--- config.mk ---
export PLATFORM = sky130hd
export DESIGN_NAME = coin_tally
export DESIGN_NICKNAME = d
export VERILOG_FILES = /design/src/rtl/coin_tally.sv
export SDC_FILE = /design/constraint.sdc
export NUM_CORES = 1
export LEC_CHECK = 0
export CAP_MARGIN = 0
export CORE_ASPECT_RATIO = 0.7
export CORE_MARGIN = 1
export CORE_UTILIZATION = 50
export CTS_CLUSTER_DIAMETER = 120
export DETAILED_ROUTE_END_ITERATION = 16
export DONT_BUFFER_PORTS = 1
export HOLD_SLACK_MARGIN = 0.1
export MAX_ROUTING_LAYER = met4
export SLEW_MARGIN = 20
export SYNTH_ARGS = -nofsm -noshare
export SYNTH_HDL_FRONTEND = slang
export SYNTH_SLANG_ARGS = --single-unit
export TNS_END_PERCENT = 5
--- constraint.sdc ---
create_clock -name clock -period 12.52 [get_ports clock]
set_input_delay 1.878 -clock clock [delete_from_list [all_inputs] [get_ports clock]]
set_output_delay 1.878 -clock clock [all_outputs]
set_load 0.01 [all_outputs]
--- src/rtl/coin_tally.sv ---
// -----------------------------------------------------------------------------
// coin_tally
//   Conditions the four raw coin beam-break inputs and turns each coin passage
//   into exactly one counted event. It keeps a saturating cent total, saturating
//   per-denomination counts and a last-coin latch that the CPU acknowledges.
//
// Ports
//   clock        in   system clock
//   reset        in   synchronous, active-high reset
//   beam_n       in   raw beams, low = broken; [0]=1c [1]=5c [2]=10c [3]=25c
//   clear_total  in   pulse: zero total, counts and saturated
//   coin_ack     in   pulse: CPU consumed last_coin
//   total_cents  out  accumulated cents (saturating)
//   count1/5/10/25 out per-denomination counts (saturating)
//   coin_valid   out  last_coin holds an unacknowledged event
//   last_coin    out  one-hot denomination(s) of the most recent event
//   overrun      out  sticky: event arrived while an event was still pending
//   saturated    out  sticky: total or a count was clamped
//   beam_state   out  debounced broken level per channel, 1 = broken
// -----------------------------------------------------------------------------
module coin_tally #(
    parameter int DEBOUNCE_CYCLES = 30000,
    parameter int TOTAL_W         = 16,
    parameter int COUNT_W         = 8
) (
    input  logic               clock,
    input  logic               reset,
    input  logic [3:0]         beam_n,
    input  logic               clear_total,
    input  logic               coin_ack,
    output logic [TOTAL_W-1:0] total_cents,
    output logic [COUNT_W-1:0] count1,
    output logic [COUNT_W-1:0] count5,
    output logic [COUNT_W-1:0] count10,
    output logic [COUNT_W-1:0] count25,
    output logic               coin_valid,
    output logic [3:0]         last_coin,
    output logic               overrun,
    output logic               saturated,
    output logic [3:0]         beam_state
);

    localparam int CNT_W = $clog2(DEBOUNCE_CYCLES + 1);
    localparam logic [CNT_W-1:0]   CNT_LAST  = CNT_W'(DEBOUNCE_CYCLES - 1);
    localparam logic [TOTAL_W:0]   TOT_ZERO  = {(TOTAL_W+1){1'b0}};
    localparam logic [TOTAL_W:0]   TOTAL_MAX = {1'b0, {TOTAL_W{1'b1}}};
    localparam logic [TOTAL_W:0]   DEN1      = (TOTAL_W+1)'(1);
    localparam logic [TOTAL_W:0]   DEN5      = (TOTAL_W+1)'(5);
    localparam logic [TOTAL_W:0]   DEN10     = (TOTAL_W+1)'(10);
    localparam logic [TOTAL_W:0]   DEN25     = (TOTAL_W+1)'(25);

    typedef enum logic [1:0] {
        ST_IDLE   = 2'd0,
        ST_ARM    = 2'd1,
        ST_BROKEN = 2'd2,
        ST_REL    = 2'd3
    } deb_state_t;

    logic [3:0]         sync1_r;
    logic [3:0]         sync2_r;
    deb_state_t         state_r [4];
    logic [CNT_W-1:0]   cnt_r [4];
    logic [3:0]         beam_state_r;
    logic [3:0]         hit_s;

    logic [TOTAL_W-1:0] total_r;
    logic [COUNT_W-1:0] count_r [4];
    logic               valid_r;
    logic [3:0]         last_r;
    logic               overrun_r;
    logic               sat_r;

    logic [TOTAL_W:0]   add_s;
    logic [TOTAL_W:0]   sum_s;
    logic [TOTAL_W-1:0] total_next_s;
    logic               tot_clamp_s;
    logic [COUNT_W:0]   csum_s [4];
    logic [COUNT_W-1:0] count_next_s [4];
    logic [3:0]         cnt_clamp_s;
    logic               sat_next_s;

    // Two-flop synchroniser; reset presets it to "beam intact".
    always_ff @(posedge clock) begin
        if (reset) begin
            sync1_r <= 4'b1111;
            sync2_r <= 4'b1111;
        end else begin
            sync1_r <= beam_n;
            sync2_r <= sync1_r;
        end
    end

    // A hit is the last ARM cycle with the beam still broken: the same
    // condition that moves the channel FSM to BROKEN on this edge.
    always_comb begin
        hit_s = 4'b0000;
        for (int i = 0; i < 4; i++) begin
            if ((state_r[i] == ST_ARM) && !sync2_r[i] && (cnt_r[i] == CNT_LAST)) begin
                hit_s[i] = 1'b1;
            end else begin
                hit_s[i] = 1'b0;
            end
        end
    end

    // Per-channel debounce FSMs with registered debounced level.
    always_ff @(posedge clock) begin
        if (reset) begin
            for (int i = 0; i < 4; i++) begin
                state_r[i] <= ST_IDLE;
                cnt_r[i]   <= {CNT_W{1'b0}};
            end
            beam_state_r <= 4'b0000;
        end else begin
            for (int i = 0; i < 4; i++) begin
                case (state_r[i])
                    ST_IDLE: begin
                        if (!sync2_r[i]) begin
                            cnt_r[i]   <= {CNT_W{1'b0}};
                            state_r[i] <= ST_ARM;
                        end
                    end
                    ST_ARM: begin
                        if (sync2_r[i]) begin
                            state_r[i] <= ST_IDLE;
                        end else if (cnt_r[i] == CNT_LAST) begin
                            state_r[i]      <= ST_BROKEN;
                            beam_state_r[i] <= 1'b1;
                        end else begin
                            cnt_r[i] <= cnt_r[i] + CNT_W'(1);
                        end
                    end
                    ST_BROKEN: begin
                        if (sync2_r[i]) begin
                            cnt_r[i]   <= {CNT_W{1'b0}};
                            state_r[i] <= ST_REL;
                        end
                    end
                    ST_REL: begin
                        if (!sync2_r[i]) begin
                            state_r[i] <= ST_BROKEN;
                        end else if (cnt_r[i] == CNT_LAST) begin
                            state_r[i]      <= ST_IDLE;
                            beam_state_r[i] <= 1'b0;
                        end else begin
                            cnt_r[i] <= cnt_r[i] + CNT_W'(1);
                        end
                    end
                    default: begin
                        state_r[i]      <= ST_IDLE;
                        cnt_r[i]        <= {CNT_W{1'b0}};
                        beam_state_r[i] <= 1'b0;
                    end
                endcase
            end
        end
    end

    // Next total/counts: clear first, then add this cycle's hits, one bit
    // wider than the register so overflow shows up as a clamp.
    always_comb begin
        add_s = (hit_s[0] ? DEN1  : TOT_ZERO) + (hit_s[1] ? DEN5  : TOT_ZERO)
              + (hit_s[2] ? DEN10 : TOT_ZERO) + (hit_s[3] ? DEN25 : TOT_ZERO);
        if (clear_total) begin
            sum_s = add_s;
        end else begin
            sum_s = {1'b0, total_r} + add_s;
        end
        if (sum_s > TOTAL_MAX) begin
            total_next_s = {TOTAL_W{1'b1}};
            tot_clamp_s  = 1'b1;
        end else begin
            total_next_s = sum_s[TOTAL_W-1:0];
            tot_clamp_s  = 1'b0;
        end
        cnt_clamp_s = 4'b0000;
        for (int i = 0; i < 4; i++) begin
            if (clear_total) begin
                csum_s[i] = {{COUNT_W{1'b0}}, hit_s[i]};
            end else begin
                csum_s[i] = {1'b0, count_r[i]} + {{COUNT_W{1'b0}}, hit_s[i]};
            end
            if (csum_s[i][COUNT_W]) begin
                count_next_s[i] = {COUNT_W{1'b1}};
                cnt_clamp_s[i]  = 1'b1;
            end else begin
                count_next_s[i] = csum_s[i][COUNT_W-1:0];
                cnt_clamp_s[i]  = 1'b0;
            end
        end
        sat_next_s = (clear_total ? 1'b0 : sat_r) | tot_clamp_s | (|cnt_clamp_s);
    end

    // Accumulator and last-coin latch registers.
    always_ff @(posedge clock) begin
        if (reset) begin
            total_r   <= {TOTAL_W{1'b0}};
            for (int i = 0; i < 4; i++) begin
                count_r[i] <= {COUNT_W{1'b0}};
            end
            sat_r     <= 1'b0;
            valid_r   <= 1'b0;
            last_r    <= 4'b0000;
            overrun_r <= 1'b0;
        end else begin
            total_r <= total_next_s;
            for (int i = 0; i < 4; i++) begin
                count_r[i] <= count_next_s[i];
            end
            sat_r <= sat_next_s;
            // A new hit beats a same-cycle ack; a hit on a pending event overruns.
            if (|hit_s) begin
                valid_r <= 1'b1;
                last_r  <= hit_s;
                if (valid_r && !coin_ack) begin
                    overrun_r <= 1'b1;
                end
            end else if (coin_ack) begin
                valid_r <= 1'b0;
            end
        end
    end

    assign total_cents = total_r;
    assign count1      = count_r[0];
    assign count5      = count_r[1];
    assign count10     = count_r[2];
    assign count25     = count_r[3];
    assign coin_valid  = valid_r;
    assign last_coin   = last_r;
    assign overrun     = overrun_r;
    assign saturated   = sat_r;
    assign beam_state  = beam_state_r;

endmodule

==> qor.yml <==
status: "complete, no violations"
cap_violations: 0
synth_xor_xnor_area_share_pct: 10.2
synth_top_family_by_area: "simple AND/OR/NAND/NOR gates"
die_h_um: 100
floorplan.core_area_um2: 13300
post_cts_resized: 0
wirelength_um: 14200
viasPerCell: 5.50
start_kind: "flip-flop"
drive_above_1_share_pct: 6.88
nNetsFinal: 746
synth_top_cell_by_area: "edfxtp_1"
synth_area_leaders: "edfxtp_1 (30%), dfxtp_1 (20%), xor2_1 (6.1%)"
synth.most_common_cell: "nor2_1"
synthSimpleGateAreaFrac_pct: 22.6
ir_drop_mv: 0.0885
grt_pass1_wl_um: 23500
layout_min_cycle_time_ps: 5080
cts_setup_buffers: 0
worstPathCellList: "nor4b_1, nand4_1, or3_1, xor2_1, ha_1, o21bai_1, ha_1, nand2_1, nor2_1, a21oi_1, xnor2_1, ha_1, o21a_1, o31a_1, o311ai_2, nand3_1, nor3b_1, o21ai_0"
gp_congestion: 0.844
tightest_slew_ps: 1100
synth-edff-count: 68
cp.arrival_ps: 5340
use_met2_pct: 32.1
synth_flop_cell: "edfxtp_1"
path_class: "flip-flop to flip-flop"
syn_area_per_cell_um2: 9.62
dp_slack_ps: 7590
grt_setup_unrepaired: "false"
async_flop_share_pct: 0
worstHoldPathType: "flip-flop to flip-flop"
p_total_mw: 1.20
top_usage_layer: "met2"
synth-seq-cells: 135
synth-warning-count: 0
synthMuxAreaShare_pct: 1.02
drt-wirelength-per-cell_um: 15.6
num_rows: 35
syn_inst: 714
clk_latency_ps: 420
syn-num-nets: 746
synth_top_area_share_pct: 29.7
min_period_over_period_pct: 40.6
power_switching_mw: 0.329
synth_compound_area_share_pct: 9.89
final_util_pct: 57.0
numCtsBuffers: 17
grt_use_met1_pct: 28.6
drtAntennaViolNets: 0
ys_seq_area_share_pct: 49.3
end_kind: "flip-flop"
area_growth_pct: 10.2
drt_iter0_drc: 194
setup-violations-final: 0
grt_max_degree: 46
slew_viol_final: 0
internal-power_mw: 0.872
pwr-share-comb_pct: 11.2
p_clk_share_pct: 37.8
vias: 5012
port_buffers: 0
synth-adder-area-share_pct: 4.48
relSlewSlack_pct: 26.8
synth_common_cells: "nor2_1 (107), edfxtp_1 (68), dfxtp_1 (67), nand2_1 (62), a21oi_1 (49)"
cts_tree: "done"
swShare_pct: 27.4
die_area_um2: 14200
start_util_pct: 51.8
power.density_nw_per_um2: 159
leakagePower_nw: 2.71
dp_hpwl_um: 9900
cts_root_buf: "clkbuf_16"
io_pins: 67
crit_top_cell: "ha_1"
clock.fmax_ghz: 0.197
drc: 0
diodes: 0
fin_skew_ps: 11.7
grt_pass1_vias: 4672
holdBufCountCts: 0
cpMaxStageDelayCell: "o311ai_2"
globalRoute.totalOverflow: 0
clkSinkCount: 135
synth_cell_types: 59
met3_usage_pct: 6.44
clkTransAtPathRegs_ps: 60
die_w_um: 142
crit_path_max_fanout: 15
hold_violations: 0
required_ps: 12780
setup_tns_ps: 0
max_stage_delay_ps: 900
first_pass_iters: 5
clockBufferDepth: 2
antenna_found_initial: 0
setup_slack_ps: 7440
p_seq_share_pct: 50.9
syn_area_um2: 6870
track_usage_pct: 21.8
ctsHtreeMaxLevel: 4
holdWs_ps: 408
metrics by stage:
step,instances,instance area [µm²]
2_1_floorplan,714,6870
4_1_cts,912,7560
3_5_place_dp,880,7030
5_1_grt,912,7570
3_3_place_gp,880,7030
6_report,912,7570
final timing paths:
check / to / slack, ps / from / cells past startpoint
max: saturated$_SDFF_PP0_ / 7440 / cnt_r[1][7]$_SDFFCE_PN0P_ / 18
min: sync2_r[0]$_SDFF_PP1_ / 410 / sync1_r[0]$_SDFF_PP1_ / 1
max reg2reg: saturated$_SDFF_PP0_ / 7440 / cnt_r[1][7]$_SDFFCE_PN0P_ / 18
min reg2reg: sync2_r[0]$_SDFF_PP1_ / 410 / sync1_r[0]$_SDFF_PP1_ / 1
placed cells by master, fill, tap and decap left out, types with 6 or more instances in the layout:
master,netlist,layout
ha_1,23,23
o21ai_0,24,24
clkbuf_16,0,17
inv_1,22,22
nand4_1,14,14
o21bai_1,6,6
or3_1,12,12
mux2i_1,7,7
nor2_1,107,107
xor2_1,48,48
nand3_1,41,41
nor3_1,8,8
and3_1,16,16
or2_2,11,11
nand2_1,62,61
edfxtp_1,68,68
a21oi_1,49,49
xnor2_1,32,32
and2_1,7,7
dfxtp_1,67,67
state kept, by name, indices dropped and copies added, names as in the netlist:
signal / flops
sync1_r: 4
total_cents: 16
overrun: 1
coin_valid: 1
last_coin: 4
count_r: 32
sync2_r: 4
cnt_r: 60
beam_state: 4
state_r: 8
saturated: 1
power by group through the flow:
stage	registers, mW	clock network [mW]	logic (mW)
final	0.612	0.454	0.135
after global routing	0.622	0.482	0.155
after CTS	0.610	0.463	0.137
after detailed placement	0.618	0	0.134
after global placement	0.616	0	0.132
after floorplan	0.597	0	0.118
cell type report:
type	instances	area (µm²)
flip-flops and latches	135	3380
inverters	23	86.3
fillers	1182	5700
multi-input cells	536	3320
clock buffers	22	454
repair buffers	1	7.51
well taps	185	231
clock inverters	10	81.3
layer usage:
metal	up-vias	wire, µm
met2	64	6310
li1	2535	-
met4	0	189
met3	20	651
met5	-	0
met1	2393	7030
cell families (layout without fill, tap and decap cells):
group,count (synthesis),count (layout)
muxes,7,7
and+or+nand+nor,312,312
xor gates and xnor gates,80,80
AOI/OAI and AO/OA,113,113
DFF,135,135
adders and majority gates,24,24
buffers and inverters,43,56
worst max-delay path: cells and delay by family (launching register included):
family / cells / cell delay [ps]
compound gates: 6 / 1600
flops: 1 / 450
fa+ha+maj: 3 / 740
simple gates: 7 / 1730
xor+xnor: 2 / 410
(Power assumes the default switching activity.)
